## config.mk

```make
export PLATFORM = sky130hd
export DESIGN_NAME = mux_logic_unit
export DESIGN_NICKNAME = d
export VERILOG_FILES = /design/src/rtl/mux_logic_unit.sv
export SDC_FILE = /design/constraint.sdc
export NUM_CORES = 1
export LEC_CHECK = 0
export CAP_MARGIN = 20
export CORE_ASPECT_RATIO = 0.5
export CORE_MARGIN = 2
export CORE_UTILIZATION = 30
export DETAILED_ROUTE_END_ITERATION = 10
export HOLD_SLACK_MARGIN = 0.06
export SLEW_MARGIN = 20
export SYNTH_ARGS = -nofsm -noshare
export SYNTH_HDL_FRONTEND = slang
export SYNTH_SLANG_ARGS = --single-unit
```

## constraint.sdc

```tcl
create_clock -name clk -period 3.9 [get_ports clk]
set_input_delay 0.39 -clock clk [delete_from_list [all_inputs] [get_ports clk]]
set_output_delay 0.39 -clock clk [all_outputs]
set_load 0.05 [all_outputs]
```

## src/rtl/mux_logic_unit.sv

```systemverilog
// Bitwise logic unit built from 2:1 mux primitives, with a serially loaded 4-entry truth table.
// Results are registered behind a valid/ready handshake; table loading stalls new operands.
//
// state    | meaning
// ---------+-------------------------------------------------------------
// ST_IDLE  | no table load in progress, operands may be accepted
// ST_SHIFT | collecting table bits 1..3, or committing (done_q set)
module mux_logic_unit #(
    parameter int         WIDTH    = 8,
    parameter logic [3:0] LUT_INIT = 4'b0110
) (
    input  logic             clk,
    input  logic             rst_n,
    input  logic             in_valid,
    output logic             in_ready,
    input  logic [WIDTH-1:0] a,
    input  logic [WIDTH-1:0] b,
    input  logic [2:0]       op,
    output logic             out_valid,
    input  logic             out_ready,
    output logic [WIDTH-1:0] y,
    input  logic             cfg_valid,
    input  logic             cfg_bit,
    output logic             cfg_busy,
    output logic             cfg_done
);

    localparam logic [0:0] ST_IDLE  = 1'b0;
    localparam logic [0:0] ST_SHIFT = 1'b1;

    logic [0:0]       state_q, state_d;
    logic [1:0]       cnt_q, cnt_d;
    logic [3:0]       stage_q, stage_d;
    logic [3:0]       lut_q, lut_d;
    logic             done_q, done_d;
    logic             out_valid_q, out_valid_d;
    logic [WIDTH-1:0] y_q, y_d;
    logic             fire;

    function automatic logic mux2(input logic s, input logic in1, input logic in0);
        return s ? in1 : in0;
    endfunction

    logic [WIDTH-1:0] r_and, r_or, r_not, r_xor, r_xnor, r_nand, r_nor, r_lut;
    logic [WIDTH-1:0] lut_lo, lut_hi;

    for (genvar i = 0; i < WIDTH; i++) begin : g_bit
        assign r_not[i]  = mux2(b[i], 1'b0, 1'b1);
        assign r_and[i]  = mux2(a[i], b[i], 1'b0);
        assign r_or[i]   = mux2(a[i], 1'b1, b[i]);
        assign r_xor[i]  = mux2(a[i], r_not[i], b[i]);
        assign r_xnor[i] = mux2(a[i], b[i], r_not[i]);
        assign r_nand[i] = mux2(a[i], r_not[i], 1'b1);
        assign r_nor[i]  = mux2(a[i], 1'b0, r_not[i]);
        // 4:1 table lookup: b selects within each half, a picks the half
        assign lut_lo[i] = mux2(b[i], lut_q[1], lut_q[0]);
        assign lut_hi[i] = mux2(b[i], lut_q[3], lut_q[2]);
        assign r_lut[i]  = mux2(a[i], lut_hi[i], lut_lo[i]);
    end

    assign in_ready = rst_n && (state_q == ST_IDLE) && (!out_valid_q || out_ready);
    assign fire     = in_valid && in_ready;

    always_comb begin
        y_d         = y_q;
        out_valid_d = out_valid_q;
        if (fire) begin
            out_valid_d = 1'b1;
            case (op)
                3'd0:    y_d = r_and;
                3'd1:    y_d = r_or;
                3'd2:    y_d = r_not;
                3'd3:    y_d = r_xor;
                3'd4:    y_d = r_xnor;
                3'd5:    y_d = r_nand;
                3'd6:    y_d = r_nor;
                default: y_d = r_lut;
            endcase
        end else if (out_ready) begin
            out_valid_d = 1'b0;
        end
    end

    always_comb begin
        state_d = state_q;
        cnt_d   = cnt_q;
        stage_d = stage_q;
        lut_d   = lut_q;
        done_d  = 1'b0;
        case (state_q)
            ST_IDLE: begin
                if (cfg_valid) begin
                    state_d = ST_SHIFT;
                    cnt_d   = 2'd1;
                    stage_d = {stage_q[2:0], cfg_bit};
                end
            end
            ST_SHIFT: begin
                // commit cycle: table already live, any cfg_valid here is dropped
                if (done_q) begin
                    state_d = ST_IDLE;
                    cnt_d   = 2'd0;
                    stage_d = 4'd0;
                end else if (cfg_valid) begin
                    stage_d = {stage_q[2:0], cfg_bit};
                    if (cnt_q == 2'd3) begin
                        lut_d  = {stage_q[2:0], cfg_bit};
                        done_d = 1'b1;
                    end else begin
                        cnt_d = cnt_q + 2'd1;
                    end
                end
            end
            default: state_d = ST_IDLE;
        endcase
    end

    always_ff @(posedge clk) begin
        if (!rst_n) begin
            state_q     <= ST_IDLE;
            cnt_q       <= 2'd0;
            stage_q     <= 4'd0;
            lut_q       <= LUT_INIT;
            done_q      <= 1'b0;
            out_valid_q <= 1'b0;
            y_q         <= '0;
        end else begin
            state_q     <= state_d;
            cnt_q       <= cnt_d;
            stage_q     <= stage_d;
            lut_q       <= lut_d;
            done_q      <= done_d;
            out_valid_q <= out_valid_d;
            y_q         <= y_d;
        end
    end

    assign out_valid = out_valid_q;
    assign y         = y_q;
    assign cfg_busy  = (state_q == ST_SHIFT);
    assign cfg_done  = done_q;

endmodule

```

==> results by group <==
Finish
  • Commonest cells after routing, fill and taps aside: clkdlybuf4s50_1, nor2_1, inv_1, ha_1, dfxtp_1
  • Antenna cells: 0
  • Sequential Area: 400 sq um
  • Layout filler cell count: 605
  • Total Nets Final: 289
  • Area occupied by multi-input gates: 1330 sq um
  • Most common cell after layout, fill and taps aside: clkdlybuf4s50_1
  • Layout area overhead: 26.7%
  • Share of layout cells above drive strength 1: 9.66%

Logic synthesis
  • EDFF count, synth: 0
  • Cell Area, Synth: 1900 sq um
  • FF+latch count, synth: 20
  • Syn Inst Count: 210
  • Synth area leader: dfxtp_1
  • Mapped Avg Cell Area: 9.04 sq um
  • Syn Nets: 260
  • Asr flop ratio synth: 0%
  • Seq/Total Area, Yosys: 21.1%
  • Top-area cell type share of the netlist area: 21.1%
  • Syn. warnings: 0
  • Number of distinct library cells after synthesis: 39
  • Top_reg_cell synth: dfxtp_1
  • Ranking of synthesized cells by area: dfxtp_1, ha_1, mux4_2

Worst setup path
  • CP arrival: 2.22 ns
  • Worst setup EP type: primary output
  • Critical Path Fanout Max: 14
  • Top cell by count, worst path: clkdlybuf4s50_1
  • Worst endpoint required time: 3.51 ns
  • Critical path class: in -> out
  • Crit-path slowest cell: clkdlybuf4s50_1
  • Crit-path cells: clkdlybuf4s50_1, nand2_1, nor2_1, clkdlybuf4s50_1
  • Slowest cell delay on critical path: 0.82 ns
  • Worst setup SP type: input port

Timing
  • Max-slew violations: 0
  • Final setup viols: 0
  • Worst-margin pin slew: 0.868 ns
  • Setup TNS: 0 ns
  • Slew margin rel.: 41.9%
  • Tcrit/Tclk final: 66.9%
  • Fin crit period: 2.61 ns
  • Achievable Freq: 383 MHz
  • Worst Skew: 0.00507 ns
  • RSZ-0062 raised after global routing: false
  • Hold Fails Final Rpt: 0

Detailed routing
  • Drt wl/cell: 14.2 um
  • Via density: 5.03
  • Routed vias: 1641
  • Initial DRC count: 103
  • DRT Pass-1 Iters: 4
  • Drt drc: 0
  • Total wire length: 4630 um
  • Antenna Nets Post-Route: 0

Flow run
  • Maxcap violations: 0

Global route
  • Overall routing resource usage: 13.8%
  • Total grt overflow: 0
  • Largest net degree at the start of global routing: 23
  • Vias in the first global route: 1571
  • Initial antenna violation count: 0
  • First-pass GRT wire length: 7560 um

Die
  • Die H: 60.2 um
  • Site Rows: 20
  • Die Wd: 116 um
  • Starting density of the core: 31.2%
  • Core area: 6080 sq um
  • IO Count: 37
  • DIE AREA: 7020 sq um

CTS
  • Post-CTS Setup Bufs: 0
  • CTS tree: built
  • CTS clock-pin slew for the worst setup and hold paths: 0.06 ns
  • Root Buffer: clkbuf_16
  • CTS buffer count: 3
  • Hold_buf cts: 0
  • Clock sink count: 20
  • Resized Gates After CTS: 0
  • Clock buffer depth: 2
  • Skew-Pair Late Insertion Delay: 0.25 ns
  • H-tree Lvls: 1

Power
  • Maximum vdd drop: 157 uV
  • Clock Power Share: 39.5%
  • Net Sw Power: 0.000199 W
  • Power per cell area: 295 nW/um^2
  • Flop pwr share: 31.7%
  • P_leak: 1.04 nW
  • Logic pwr share: 28.8%
  • Net Sw Frac: 28.0%
  • Int Power: 0.000512 W
  • Power, Total: 0.000711 W

Placement
  • PortBufs: 36
  • GPL Wtd Cong: 0.833
  • Post-DP HPWL: 3450 um

Run status
  • Status: finished clean

Hold path
  • Hold WC Path Type: reg -> reg
## kinds of logic (layout without fill, tap and decap cells)
| kind of cell | count (synthesis) | in the layout | synth area share, % |
|---|---|---|---|
| mux | 26 | 26 | 20.3 |
| buf+inv | 38 | 66 | 8.96 |
| fa+ha+maj | 25 | 25 | 16.5 |
| simple gates | 59 | 59 | 15.0 |
| flops | 20 | 20 | 21.1 |
| compound gates | 42 | 42 | 18.1 |
## critical path, delay by kind of cell
family	cells	cell delay, ns
AND/OR/NAND/NOR	2	0.20
buffers and inverters	2	1.62
## routing by layer
| metal | GRT usage [%] | wire length, um |
|---|---|---|
| met2 | 24.0 | 2270 |
| met4 | 2.21 | 21 |
| met1 | 18.3 | 2060 |
| met5 | 0 | 0 |
| met3 | 2.74 | 279 |
## state kept, by name (all words and copies together) (netlist names)
register / cells
y: 8
lut_q: 4
stage_q: 3
cnt_q: 2
cfg_busy: 1
cfg_done: 1
out_valid: 1
## power by group through the flow
stage          clock network, W  logic, W  registers [W]
3_3_place_gp                  0  0.000200       0.000229
6_report               0.000281  0.000205       0.000225
2_1_floorplan                 0  0.000106       0.000257
5_1_grt                0.000296  0.000223       0.000226
4_1_cts                0.000284  0.000205       0.000225
3_5_place_dp                  0  0.000204       0.000230
## final cells by class
| cell class | instances | area share (%) |
|---|---|---|
| multi-input cells | 152 | 55.2 |
| flip-flops and latches | 20 | 16.6 |
| repair buffers | 37 | 15.3 |
| well taps | 88 | 4.58 |
| inverters | 25 | 3.90 |
| clock buffers | 3 | 3.12 |
| clock inverters | 1 | 1.25 |
## through the flow
step | worst slack (ns) | hold slack (ns) | instance area, sq um | std cells | util, %
floorplan | 2.12 | 0.460 | 1900 | 210 | -
global placement | 1.22 | 0.486 | 2300 | 322 | 37.8
detailed placement | 1.12 | 0.483 | 2300 | 322 | 37.8
CTS | 1.29 | 0.499 | 2400 | 326 | 39.5
global route | 1.21 | 0.524 | 2400 | 326 | 39.5
finish | 1.29 | 0.503 | 2400 | 326 | 39.5
## cell usage after synthesis, types with 3 or more instances
| cell | count |
|---|---|
| a32o_1 | 6 |
| o21ai_0 | 10 |
| mux2i_1 | 16 |
| inv_1 | 25 |
| nor2b_1 | 4 |
| dfxtp_1 | 20 |
| nand2b_1 | 3 |
| o211ai_1 | 3 |
| mux4_2 | 10 |
| clkbuf_1 | 4 |
| nand2_1 | 9 |
| o221ai_1 | 4 |
| buf_6 | 3 |
| nor2_1 | 29 |
| nand3_1 | 5 |
| ha_1 | 25 |
| buf_2 | 4 |
## final timing paths
check	startpoint	endpoint	cells past startpoint	slack, ns
worst max register to register	cfg_busy	y[7]	4	2.09
worst min register to register	stage_q[1]	lut_q[2]	2	0.50
worst max-delay path	rst_n	in_ready	4	1.29
worst min-delay path	stage_q[1]	lut_q[2]	2	0.50
(Power assumes the default switching activity.)
